[src/rtl/chess_pkg.sv]
// Shared chess definitions: piece codes, colours, board packing, start position
// and the FSM state type used by board_controller.
package chess_pkg;

    localparam logic [2:0] PIECE_NONE   = 3'd0;
    localparam logic [2:0] PIECE_PAWN   = 3'd1;
    localparam logic [2:0] PIECE_KNIGHT = 3'd2;
    localparam logic [2:0] PIECE_BISHOP = 3'd3;
    localparam logic [2:0] PIECE_ROOK   = 3'd4;
    localparam logic [2:0] PIECE_QUEEN  = 3'd5;
    localparam logic [2:0] PIECE_KING   = 3'd6;

    localparam logic COLOR_WHITE = 1'b0;
    localparam logic COLOR_BLACK = 1'b1;

    localparam int NUM_SQ = 64;
    localparam int SQ_W   = 4;

    // Back rank with column 0 in the least significant slot.
    localparam logic [23:0] BACK_RANK = {PIECE_ROOK, PIECE_KNIGHT, PIECE_BISHOP, PIECE_KING,
                                         PIECE_QUEEN, PIECE_BISHOP, PIECE_KNIGHT, PIECE_ROOK};

    typedef enum logic [1:0] {
        ST_IDLE     = 2'd0,
        ST_SELECTED = 2'd1,
        ST_MOVE     = 2'd2
    } fsm_state_t;

    function automatic logic [255:0] board_init_f();
        logic [255:0] b;
        b = '0;
        for (int c = 0; c < 8; c++) begin
            b[(0 * 8 + c) * SQ_W +: SQ_W] = {COLOR_BLACK, BACK_RANK[c * 3 +: 3]};
            b[(1 * 8 + c) * SQ_W +: SQ_W] = {COLOR_BLACK, PIECE_PAWN};
            b[(6 * 8 + c) * SQ_W +: SQ_W] = {COLOR_WHITE, PIECE_PAWN};
            b[(7 * 8 + c) * SQ_W +: SQ_W] = {COLOR_WHITE, BACK_RANK[c * 3 +: 3]};
        end
        return b;
    endfunction

    localparam logic [255:0] BOARD_INIT = board_init_f();

    // A pawn reaching the far rank for its colour becomes a queen of that colour.
    function automatic logic [3:0] promote(input logic [3:0] piece, input logic [2:0] dst_row);
        logic far_rank;
        far_rank = (piece[3] == COLOR_WHITE) ? (dst_row == 3'd0) : (dst_row == 3'd7);
        if (piece[2:0] == PIECE_PAWN && far_rank)
            return {piece[3], PIECE_QUEEN};
        return piece;
    endfunction

endpackage

[src/rtl/btn_edge_detect.sv]
// Rising-edge detector for N debounced button lanes. History resets to 1 so a
// button already held when reset is released does not produce a pulse.
module btn_edge_detect #(
    parameter int N = 5
) (
    input  logic         i_clk,
    input  logic         i_rst_n,
    input  logic [N-1:0] i_btn,
    output logic [N-1:0] o_rise
);

    logic [N-1:0] r_hist;

    always_ff @(posedge i_clk) begin
        if (!i_rst_n)
            r_hist <= '1;
        else
            r_hist <= i_btn;
    end

    assign o_rise = i_btn & ~r_hist;

endmodule

[src/rtl/board_controller.sv]
// Game-state stage feeding the display: board register, cursor and the
// IDLE/SELECTED/MOVE selection FSM. All outputs come straight from registers.
module board_controller
    import chess_pkg::*;
#(
    parameter logic       INIT_TURN = 1'b0,
    parameter logic [5:0] CUR_INIT  = 6'd52,
    parameter logic       WRAP_EN   = 1'b1
) (
    input  logic         CLK,
    input  logic         RESET,
    input  logic         BTN_UP,
    input  logic         BTN_DOWN,
    input  logic         BTN_LEFT,
    input  logic         BTN_RIGHT,
    input  logic         BTN_SELECT,
    output logic [255:0] BOARD,
    output logic [5:0]   CURSOR_ADDR,
    output logic [5:0]   SELECT_ADDR,
    output logic         SELECT_EN,
    output logic         TURN,
    output logic         MOVE_DONE,
    output logic [1:0]   o_dbg_state
);

    logic [4:0] w_rise;
    logic       w_up, w_down, w_left, w_right, w_sel;

    btn_edge_detect #(.N(5)) u_edge (
        .i_clk   (CLK),
        .i_rst_n (RESET),
        .i_btn   ({BTN_SELECT, BTN_RIGHT, BTN_LEFT, BTN_DOWN, BTN_UP}),
        .o_rise  (w_rise)
    );

    assign w_up    = w_rise[0];
    assign w_down  = w_rise[1];
    assign w_left  = w_rise[2];
    assign w_right = w_rise[3];
    assign w_sel   = w_rise[4];

    logic [3:0]  r_board [NUM_SQ];
    fsm_state_t  r_state;
    logic [5:0]  r_cursor;
    logic [5:0]  r_sel;
    logic [5:0]  r_dst;
    logic        r_sel_en;
    logic        r_turn;
    logic        r_move_done;

    function automatic logic [2:0] dec3(input logic [2:0] v);
        return (v == 3'd0 && !WRAP_EN) ? v : v - 3'd1;
    endfunction

    function automatic logic [2:0] inc3(input logic [2:0] v);
        return (v == 3'd7 && !WRAP_EN) ? v : v + 3'd1;
    endfunction

    // Only the highest-priority direction edge moves the cursor.
    logic [2:0] w_row, w_col;
    logic [5:0] w_cursor_nxt;

    always_comb begin
        w_row = r_cursor[5:3];
        w_col = r_cursor[2:0];
        if (w_up)
            w_row = dec3(r_cursor[5:3]);
        else if (w_down)
            w_row = inc3(r_cursor[5:3]);
        else if (w_left)
            w_col = dec3(r_cursor[2:0]);
        else if (w_right)
            w_col = inc3(r_cursor[2:0]);
        w_cursor_nxt = {w_row, w_col};
    end

    logic [3:0] w_sq;
    logic       w_own;
    logic [3:0] w_moved;

    assign w_sq    = r_board[r_cursor];
    assign w_own   = (w_sq[2:0] != PIECE_NONE) && (w_sq[3] == r_turn);
    assign w_moved = promote(r_board[r_sel], r_dst[5:3]);

    always_ff @(posedge CLK) begin
        if (!RESET) begin
            for (int i = 0; i < NUM_SQ; i++)
                r_board[i] <= BOARD_INIT[i * SQ_W +: SQ_W];
            r_state     <= ST_IDLE;
            r_cursor    <= CUR_INIT;
            r_sel       <= '0;
            r_dst       <= '0;
            r_sel_en    <= 1'b0;
            r_turn      <= INIT_TURN;
            r_move_done <= 1'b0;
        end else begin
            r_cursor    <= w_cursor_nxt;
            r_move_done <= 1'b0;
            case (r_state)
                ST_IDLE: begin
                    if (w_sel && w_own) begin
                        r_sel    <= r_cursor;
                        r_sel_en <= 1'b1;
                        r_state  <= ST_SELECTED;
                    end
                end
                ST_SELECTED: begin
                    if (w_sel) begin
                        if (r_cursor == r_sel) begin
                            r_sel_en <= 1'b0;
                            r_state  <= ST_IDLE;
                        end else if (w_own) begin
                            r_sel <= r_cursor;
                        end else begin
                            r_dst   <= r_cursor;
                            r_state <= ST_MOVE;
                        end
                    end
                end
                ST_MOVE: begin
                    // Source and destination always differ: equal squares cancel instead.
                    r_board[r_dst] <= w_moved;
                    r_board[r_sel] <= '0;
                    r_turn         <= ~r_turn;
                    r_sel_en       <= 1'b0;
                    r_move_done    <= 1'b1;
                    r_state        <= ST_IDLE;
                end
                default: r_state <= ST_IDLE;
            endcase
        end
    end

    for (genvar g = 0; g < NUM_SQ; g++) begin : g_flat
        assign BOARD[g * SQ_W +: SQ_W] = r_board[g];
    end

    assign CURSOR_ADDR = r_cursor;
    assign SELECT_ADDR = r_sel;
    assign SELECT_EN   = r_sel_en;
    assign TURN        = r_turn;
    assign MOVE_DONE   = r_move_done;
    assign o_dbg_state = r_state;

endmodule

[config.mk]
export PLATFORM = sky130hd
export DESIGN_NAME = board_controller
export DESIGN_NICKNAME = d
export VERILOG_FILES = /design/src/rtl/chess_pkg.sv /design/src/rtl/btn_edge_detect.sv /design/src/rtl/board_controller.sv
export SDC_FILE = /design/constraint.sdc
export NUM_CORES = 1
export LEC_CHECK = 0
export CAP_MARGIN = 0
export CORE_AREA = 4 4 180 182
export CTS_CLUSTER_DIAMETER = 120
export DETAILED_ROUTE_END_ITERATION = 7
export DIE_AREA = 0 0 184 186
export PLACE_DENSITY = 0.74
export SLEW_MARGIN = 0
export SYNTH_ARGS = -nofsm -noshare
export SYNTH_HDL_FRONTEND = slang
export SYNTH_SLANG_ARGS = --single-unit
[constraint.sdc]
create_clock -name CLK -period 5.88 [get_ports CLK]
set_input_delay 1.176 -clock CLK [delete_from_list [all_inputs] [get_ports CLK]]
set_output_delay 1.176 -clock CLK [all_outputs]
set_load 0.01 [all_outputs]
==> flow_summary.json <==
{
  "num_rows": 64,
  "synth_top_cell_area_share_pct": 38.1,
  "required_ns": 6.39,
  "hold-path-endpoint": "SELECT_EN",
  "setup_viol": 0,
  "cts_root_buf": "clkbuf_16",
  "start_util_pct": 49.9,
  "fin_crit_ns": 4.40,
  "r2r-end": "r_board[2][2]",
  "rsz0062_at_grt": "false",
  "antenna_found_initial": 1,
  "h-tree-depth": 1,
  "dp_hpwl_mm": 44.5,
  "startpoint_type": "flop",
  "p_switching_mw": 1.20,
  "placed_area_um2": 18200,
  "hold_buffers": 0,
  "ys_async_sr_fraction_pct": 0,
  "numClockSinks": 290,
  "die_h_um": 186,
  "avgSynthCellArea_um2": 8.67,
  "io_pins": 280,
  "final-hold-violation-count": 0,
  "p_int_mw": 3.32,
  "clk_latency_ns": 0.57,
  "worstMarginPinSlew_ns": 1.31,
  "cts_resized": 0,
  "fmax_ghz": 0.227,
  "yosys_warnings": 0,
  "multiInputGateArea_um2": 8840,
  "combPwrFrac_pct": 9.8,
  "pre_cts_ws_ns": 1.55,
  "drt_iter0_drc": 2758,
  "clockBufferDepth": 3,
  "grt-ovfl-total": 0,
  "vias": 16400,
  "die_area_um2": 34200,
  "min_period_over_period_pct": 74.8,
  "min_from": "SELECT_EN",
  "ys_seq_area_share_pct": 38.1,
  "via_per_inst": 6.85,
  "min_path_type": "reg2reg",
  "ys_ff_latch": 290,
  "clk_pin_slew_ns": 0.06,
  "netSwitchingFraction_pct": 26.6,
  "critical_path_arrival_ns": 4.91,
  "first_pass_iters": 6,
  "slew_headroom_pct": 12.2,
  "grt_usage_pct": 36.0,
  "cts_tree": "done",
  "setup_tns_ns": 0,
  "synth_top_cell_by_area": "dfxtp_1",
  "drc_errors": 0,
  "p_per_area_nw_per_um2": 235,
  "p_clk_share_pct": 45.3,
  "worstHoldPathCells": 2,
  "core_um2": 30600,
  "p_leak_nw": 6.71,
  "drv_cap": 0,
  "rr_worst_depth": 10,
  "ir_drop_mv": 0.264,
  "cts_buffers": 30,
  "grt_pass1_vias": 15100,
  "final_area_um2": 19300,
  "slew_violations": 0,
  "regArea_um2": 5820,
  "finalWirelength_mm": 64.7,
  "clock_skew_ns": 0.0188,
  "finalNetCount": 1989,
  "critical_path_class": "reg2reg",
  "gp_congestion": 1.03,
  "rrSetupSlack_ns": 1.48,
  "drive_above_1_share_pct": 10.7,
  "n_antenna_cell": 0,
  "syn_to_final_growth_pct": 26.2,
  "synth_fp_nets": 1772,
  "avgRoutedWirePerCell_um": 27.0,
  "ys_top_cells_by_area": "dfxtp_1 (38%), mux4_2 (14%), nor2_1 (11%), a31oi_1 (5.9%), a211oi_1 (4.6%)",
  "grt_pass1_wl_mm": 94.7,
  "synth-edff-count": 0,
  "crit_path_max_fanout": 42,
  "status": "completed",
  "grt_start_max_net_pins": 89,
  "n_fill_cell": 2532,
  "mappedNetlistArea_um2": 15300,
  "antenna_left": 0,
  "syn_inst": 1760,
  "endpoint_kind": "flop",
  "total_power_mw": 4.52,
  "worst_slack_ns": 1.48,
  "port_buffers": 279,
  "yosysUniqueCellTypes": 63,
  "p_seq_share_pct": 44.9,
  "post_cts_buffers": 0,
  "die_w_um": 184,
  "synth_ff_type": "dfxtp_1"
}
-- kinds of logic after synthesis --
family,synth area share (%)
muxes,18.3
and+or+nand+nor,22.8
xor gates and xnor gates,0.632
adders and majority gates,0.509
DFF,38.1
AOI/OAI and AO/OA,15.6
buffers and inverters,4.15
-- worst max-delay path by stage --
| stage | start | to | slack (ns) | cells after the start |
|---|---|---|---|---|
| after floorplan | flop | r_board[58][2] | 2.87 | 11 |
| after global placement | flop | r_board[5][2] | 1.63 | 10 |
| after detailed placement | flop | r_board[2][2] | 1.55 | 10 |
| after CTS | flop | r_board[2][2] | 1.54 | 10 |
| after global routing | flop | r_board[1][2] | 1.26 | 10 |
| final | flop | r_board[2][2] | 1.48 | 10 |
-- sequential cells by signal (all words and copies together) (netlist names), named ones only --
name	flops
u_edge.r_hist	5
r_dst	6
MOVE_DONE	1
TURN	1
r_board	256
CURSOR_ADDR	6
o_dbg_state	2
SELECT_ADDR	6
SELECT_EN	1
-- area by class of cell --
cell class | instances | area share (%)
multi-input combinational | 1337 | 45.9
sequential | 290 | 30.2
timing repair buffer | 304 | 15.5
clock buffer | 43 | 4.78
tap | 396 | 2.57
clock inverter | 13 | 0.786
inverter | 14 | 0.273
-- cells in the final DEF (no fill, tap or decap), drive strengths merged, types with 4 or more instances in the layout --
cell type / n
mux2i: 27
nor3: 77
nor4b: 4
o41ai: 4
o22ai: 5
nor2: 466
nor3b: 10
mux2: 10
nor2b: 13
dfxtp: 290
a211oi: 93
or3: 6
nand2b: 18
o21ai: 40
a21oi: 40
clkdlybuf4s50: 278
clkbuf: 43
o311ai: 5
nor4: 9
o21a: 4
nand2: 159
a31oi: 145
and3: 6
buf: 26
clkinv: 9
mux4: 105
or2: 8
xnor2: 8
nand3: 29
inv: 12
-- routing by layer --
layer  track usage, %  wire [µm]  up-vias  part of all wire [%]
li1                 -          -     6872                     -
met1             45.7      22000     7664                    34
met2             55.5      28100     1557                    43
met3             11.4      10200      320                    16
met4             18.5       4270        2                   6.6
met5                0         21        -                 0.032
-- cells in the mapped netlist, types with 6 or more instances --
cell type / instances
clkbuf_1: 68
mux2_2: 10
buf_6: 7
dfxtp_1: 290
a211oi_1: 93
o21ai_0: 36
buf_4: 13
xnor2_1: 8
buf_1: 12
or2_2: 8
a31oi_1: 144
nand3_1: 29
mux4_2: 92
nand2_1: 159
nor3_1: 77
mux4_4: 7
mux4_1: 6
nand2b_1: 18
a21oi_1: 40
inv_1: 11
nor4_1: 9
mux2i_1: 27
nor2_1: 466
buf_2: 18
nor3b_1: 10
or3_1: 6
nor2b_1: 13
and3_1: 6
-- metrics by stage --
stage                     utilization, %  hold slack (ns)  instances
final                               62.9            0.462       2397
after global routing                62.9            0.505       2397
after CTS                           62.9            0.464       2397
after detailed placement            59.4            0.451       2341
after global placement              59.4            0.454       2341
after floorplan                        -            0.482       1760
-- power by group through the flow --
stage | clock, mW | combinational (mW) | sequential (mW)
CTS | 2.04 | 0.424 | 2.03
finish | 2.05 | 0.444 | 2.03
floorplan | 0 | 0.318 | 2.03
global route | 2.12 | 0.452 | 2.03
detailed placement | 0 | 0.422 | 2.07
global placement | 0 | 0.416 | 2.07
-- critical path: stages (launching register included) --
cell and delay [ns]:
dfxtp_4 0.89, buf_4 0.45, buf_4 0.27, mux4_2 0.52
mux4_2 0.45, nand2_1 0.08, nand3_1 0.14, o21ai_4 0.44
a31oi_4 0.50, mux2_2 0.43, nor2_1 0.08
(Power assumes the default switching activity.)
